$ cat config.mk
export PLATFORM = sky130hd
export DESIGN_NAME = matrix_result_streamer
export DESIGN_NICKNAME = d
export VERILOG_FILES = /design/src/rtl/matrix_result_streamer.sv
export SDC_FILE = /design/constraint.sdc
export NUM_CORES = 1
export LEC_CHECK = 0
export BUFFER_PORTS_ARGS = -buffer_cell sky130_fd_sc_hd__buf_2
export CAP_MARGIN = 15
export CORE_MARGIN = 5
export CORE_UTILIZATION = 45
export DETAILED_ROUTE_END_ITERATION = 8
export PLACE_DENSITY = 0.68
export SLEW_MARGIN = 30
export SYNTH_ARGS = -nofsm -noshare
export SYNTH_HDL_FRONTEND = slang
export SYNTH_SLANG_ARGS = --single-unit
$ cat constraint.sdc
create_clock -name clk -period 4.4 [get_ports clk]
set_input_delay 0.44 -clock clk [delete_from_list [all_inputs] [get_ports clk]]
set_output_delay 0.44 -clock clk [all_outputs]
set_load 0.1 [all_outputs]
$ cat src/rtl/matrix_result_streamer.sv
// Streams an NxN result matrix out of a 1-cycle-latency memory in row-major
// order through a 2-entry output FIFO with a valid/ready handshake.
// Ports:
//   clk, rst               clock and synchronous active-high reset
//   start, n_size          stream request and matrix dimension N (1..MAX_SIZE)
//   busy, done, err        status: stream active, completion pulse, bad-N pulse
//   rd_en, rd_row, rd_col  read request to result memory
//   rd_data                memory data, valid one cycle after rd_en
//   out_data, out_valid, out_ready, out_eol, out_last  output stream
module matrix_result_streamer #(
  parameter int unsigned MAX_SIZE = 16,
  parameter int unsigned DATA_W   = 32,
  parameter int unsigned IDX_W    = $clog2(MAX_SIZE)
) (
  input  logic              clk,
  input  logic              rst,
  input  logic              start,
  input  logic [IDX_W:0]    n_size,
  output logic              busy,
  output logic              done,
  output logic              err,
  output logic              rd_en,
  output logic [IDX_W-1:0]  rd_row,
  output logic [IDX_W-1:0]  rd_col,
  input  logic [DATA_W-1:0] rd_data,
  output logic [DATA_W-1:0] out_data,
  output logic              out_valid,
  input  logic              out_ready,
  output logic              out_eol,
  output logic              out_last
);

  localparam int unsigned CNT_W = IDX_W + 1;

  typedef enum logic [1:0] {IDLE, STREAM, DRAIN} state_t;

  state_t              state_q;
  logic [CNT_W-1:0]    n_q;
  logic [IDX_W-1:0]    row_q;
  logic [IDX_W-1:0]    col_q;
  logic                done_q;
  logic                err_q;
  // Read issued last cycle: its data is on rd_data now, tags ride alongside.
  logic                rd_v_q;
  logic                rd_eol_q;
  logic                rd_last_q;
  logic [DATA_W-1:0]   fifo_data_q [2];
  logic [1:0]          fifo_eol_q;
  logic [1:0]          fifo_last_q;
  logic                wr_ptr_q;
  logic                rd_ptr_q;
  logic [1:0]          count_q;

  logic                pop;
  logic                push;
  logic                col_end;
  logic                row_end;
  logic                n_ok;
  logic [2:0]          occupancy;

  assign n_ok    = (n_size != '0) && (n_size <= CNT_W'(MAX_SIZE));
  assign col_end = ({1'b0, col_q} == (n_q - CNT_W'(1)));
  assign row_end = ({1'b0, row_q} == (n_q - CNT_W'(1)));

  assign out_valid = (count_q != 2'd0);
  assign out_data  = fifo_data_q[rd_ptr_q];
  assign out_eol   = fifo_eol_q[rd_ptr_q];
  assign out_last  = fifo_last_q[rd_ptr_q];
  assign pop       = out_valid && out_ready;
  assign push      = rd_v_q;

  // Credit check: entries held plus data already on its way, minus what
  // leaves this cycle, must leave a free slot for the new read.
  assign occupancy = 3'(count_q) + 3'(rd_v_q) - 3'(pop);
  assign rd_en     = (state_q == STREAM) && (occupancy < 3'd2);

  assign busy   = (state_q != IDLE);
  assign done   = done_q;
  assign err    = err_q;
  assign rd_row = row_q;
  assign rd_col = col_q;

  // Control FSM, read pipeline and output FIFO.
  always_ff @(posedge clk) begin
    if (rst) begin
      state_q        <= IDLE;
      n_q            <= '0;
      row_q          <= '0;
      col_q          <= '0;
      done_q         <= 1'b0;
      err_q          <= 1'b0;
      rd_v_q         <= 1'b0;
      rd_eol_q       <= 1'b0;
      rd_last_q      <= 1'b0;
      fifo_data_q[0] <= '0;
      fifo_data_q[1] <= '0;
      fifo_eol_q     <= '0;
      fifo_last_q    <= '0;
      wr_ptr_q       <= 1'b0;
      rd_ptr_q       <= 1'b0;
      count_q        <= '0;
    end else begin
      done_q    <= 1'b0;
      err_q     <= 1'b0;
      rd_v_q    <= rd_en;
      rd_eol_q  <= col_end;
      rd_last_q <= col_end && row_end;

      if (push) begin
        fifo_data_q[wr_ptr_q] <= rd_data;
        fifo_eol_q[wr_ptr_q]  <= rd_eol_q;
        fifo_last_q[wr_ptr_q] <= rd_last_q;
        wr_ptr_q              <= ~wr_ptr_q;
      end
      if (pop) begin
        rd_ptr_q <= ~rd_ptr_q;
      end
      count_q <= count_q + 2'(push) - 2'(pop);

      case (state_q)
        IDLE: begin
          if (start) begin
            if (n_ok) begin
              n_q     <= n_size;
              row_q   <= '0;
              col_q   <= '0;
              state_q <= STREAM;
            end else begin
              err_q <= 1'b1;
            end
          end
        end
        STREAM: begin
          if (rd_en) begin
            if (col_end) begin
              // Final element requested: keep indices, just wait for drain.
              if (row_end) begin
                state_q <= DRAIN;
              end else begin
                row_q <= row_q + IDX_W'(1);
                col_q <= '0;
              end
            end else begin
              col_q <= col_q + IDX_W'(1);
            end
          end
        end
        DRAIN: begin
          if (pop && out_last) begin
            state_q <= IDLE;
            done_q  <= 1'b1;
          end
        end
        default: state_q <= IDLE;
      endcase
    end
  end

endmodule

==> results by group <==
Run status
  • Status: finished clean

Yosys
  • Number of flops mapped to enable cells by yosys: 64
  • Register area share after synthesis: between 50% and 60%
  • Area leader, netlist: edfxtp_1
  • Synth cell types: 48
  • Most area-consuming cells after synthesis: edfxtp_1, dfxtp_1, and2_1
  • Top_reg_cell synth: edfxtp_1
  • Synth warn: 0
  • Post-Synth Simple-Gate Area: 17.72%
  • Synth Area in Adders: about 1.9%
  • Synth Area in XOR/XNOR: ~4.6%
  • Area fraction of the dominant cell type after synthesis: about 45%
  • Synthesized flop and latch total: 93
  • Async SR Flop Fraction: 0%
  • Complex-gate fraction of the synthesized area: between 4 and 5%
  • Syn Inst Count: around 330
  • Syn Area/Cell: about 13 um^2
  • Mapped Area: ~4300 um^2
  • Mapped Nets: around 380
  • Multiplexer share of the synthesized area: 10.15%
  • Largest family of logic cells by synthesized area: simple AND/OR/NAND/NOR gates

Route
  • First-iteration detailed-routing DRC count: between 100 and 150
  • Vias per inst: approximately 4.9
  • 1st-pass router iterations: 6
  • Routed WL: 8315 um
  • Wire per inst: around 15 um
  • Vias post-DR: 2698
  • DRC: 0
  • Detail Route Antenna Nets: 0

Die
  • Core area: 9240 um^2
  • Die Height: roughly 110 um
  • Die Area: 11520 um^2
  • Initial Util: between 40% and 50%
  • Rows: 35
  • Die Wd: around 110 um
  • Io pins: 88

Clock tree
  • CTS tree: done
  • Clock Pin Slew Worst Setup and Hold Paths: ~90 ps
  • Clk buf depth: 2
  • Worst-Skew Late Latency: around 350 ps
  • H-tree depth: 3
  • Hold_buf cts: 0
  • CTS sink cnt: slightly above 90
  • Clock Root Buffer: clkbuf_8
  • Post-CTS sizing: 0
  • Setup repair bufs after CTS: 0
  • CTS buffer count: 9

Placement
  • Port-buffer cells: 87
  • Placed inst area: between 4000 and 5000 um^2
  • DP Wirelength: between 5000 and 6000 um
  • Placer Congestion: ~0.82

Final layout
  • Post-route cell area: around 5000 um^2
  • Most common cell after layout, fill and taps aside: buf_2
  • Share of cells above drive strength 1: 37.50%
  • Antenna diodes: 0
  • P&R area growth vs syn: 17.87%
  • Fillers: 796
  • Commonest non-fill, non-tap cells in the layout: buf_2, and2_1, edfxtp_1
  • Nets: between 400 and 500

Flow run
  • Max Cap Viol: 0

Power and ir drop
  • Pwr Total: between 2 and 3 mW
  • Leakage: ~2.1 nW
  • VDD IR-drop max: around 0.21 mV
  • Pwr Density: between 500 and 600 nW/um^2

Timing
  • Clock Skew: 11.13 ps
  • Worst slew margin: between 60% and 70%
  • TNS Setup: 0 ps
  • Unrepaired setup endpoints after global routing: no
  • Max Clk Rate: roughly 0.28 GHz
  • Clock period minus worst slack: roughly 3500 ps
  • Max Slew Vio Count: 0
  • Final worst path period share: about four fifths
  • # setup viols final: 0
  • Slew @ Worst Pin: 586.3 ps
  • Fin Hold WS: about 360 ps
  • Hold Fails Final Rpt: 0

Worst setup path
  • Slowest Stage Delay on Critical Path: 490 ps
  • Most used cell, CP: ha_1
  • Worst-path maximum fanout: 5
  • Cells along the critical path: or2_2 -> and2_0 -> ha_1 -> inv_1 -> ha_1 -> fa_1 -> xnor2_1 -> nor3b_4 -> buf_2
  • Setup crit end kind: primary output
  • Worst EP required: ~4000 ps
  • Critical path's slowest cell: buf_2
  • Kind of critical path: flip-flop to primary output
  • Startpoint Class: flip-flop
  • Critical path arrival: 3090 ps

Global route
  • GRT Overall Usage: 14.72%
  • Total global routing overflow: 0
  • Global-route wire length before repair: 13270 um
  • Largest net degree at the start of global routing: 35
  • Vias in the first global route: about 2700
  • Antenna violations before repair: 0

Hold path
  • Hold Path Class: primary input to flip-flop
[cell families after synthesis]
logic type	count (synthesis)
muxes	38
adders and majority gates	6
DFF	93
and+or+nand+nor	122
AOI/OAI and AO/OA	24
buffers and inverters	26
xor gates and xnor gates	20
[metal layers]
layer  global-route usage, %  routed length [um]  vias up
li1                        -                   -     1337
met1                   18.81                3739     1284
met2                   24.08                3979       63
met3                   3.959                 439       14
met4                   5.230                 157        0
met5                       0                   0        -
[registers in the layout, indices dropped and copies added (netlist names), 2 cells and up, named ones only]
name / count
fifo_data_q: 64
n_q: 5
rd_col: 4
rd_row: 4
count_q: 2
fifo_eol_q: 2
fifo_last_q: 2
state_q: 2
[worst max-delay path, delay by kind of cell, from the launching register on]
kind	cells	cell delay, ps
fa+ha+maj	3	850
buf+inv	2	520
simple gates	3	830
xor+xnor	1	180
flops	1	340
[final timing paths]
check / startpoint / to / slack [ps] / cells after the start
worst max-delay path: count_q[1] / rd_en / 870 / 9
worst min register to register: rd_eol_q / fifo_eol_q[0] / 470 / 1
worst min-delay path: n_size[1] / n_q[1] / 360 / 3
worst max register to register: count_q[1] / rd_row[3] / 1130 / 12
[cells in the mapped netlist (all sizes together), types with 2 or more instances]
master and instances:
nand3 2, inv 13, xor2 2, mux2i 2, a31oi 2, nor3 11
clkbuf 10, and4 2, a21oi 9, o21ai 3, dfxtp 29, nor2 16
edfxtp 64, and2 65, nor3b 2, ha 5, nor2b 2, o2111ai 2
buf 3, xnor2 17, and3 3, mux2 36, nand4 2, a22o 4
nor4 2, nand2 10
[power by group]
group | total (mW) | internal, mW | leakage, nW | switching [mW]
logic | 1.18 | 0.249 | 1.09 | 0.931
registers | 1.05 | 1.01 | 0.901 | 0.0340
clock network | 0.498 | 0.204 | 0.0802 | 0.294
[through the flow]
stage	setup WS [ps]	util [%]	std cells
global route	664.1	54.39	553
detailed placement	1116	52.59	537
global placement	1186	52.59	537
floorplan	221.8	-	329
finish	865.1	54.39	553
CTS	821.7	54.39	553
[area by class of cell]
cell class	instances	area [um^2]	area share [%]
Clock buffer	10	127.6	2.539
Inverter	13	48.80	0.9709
Sequential cell	93	2502	49.79
Clock inverter	6	38.79	0.7717
Timing Repair Buffer	92	473.0	9.410
Multi-Input combinational cell	210	1674	33.31
Tap cell	129	161.4	3.211
Power figures use the tool's default switching activity.
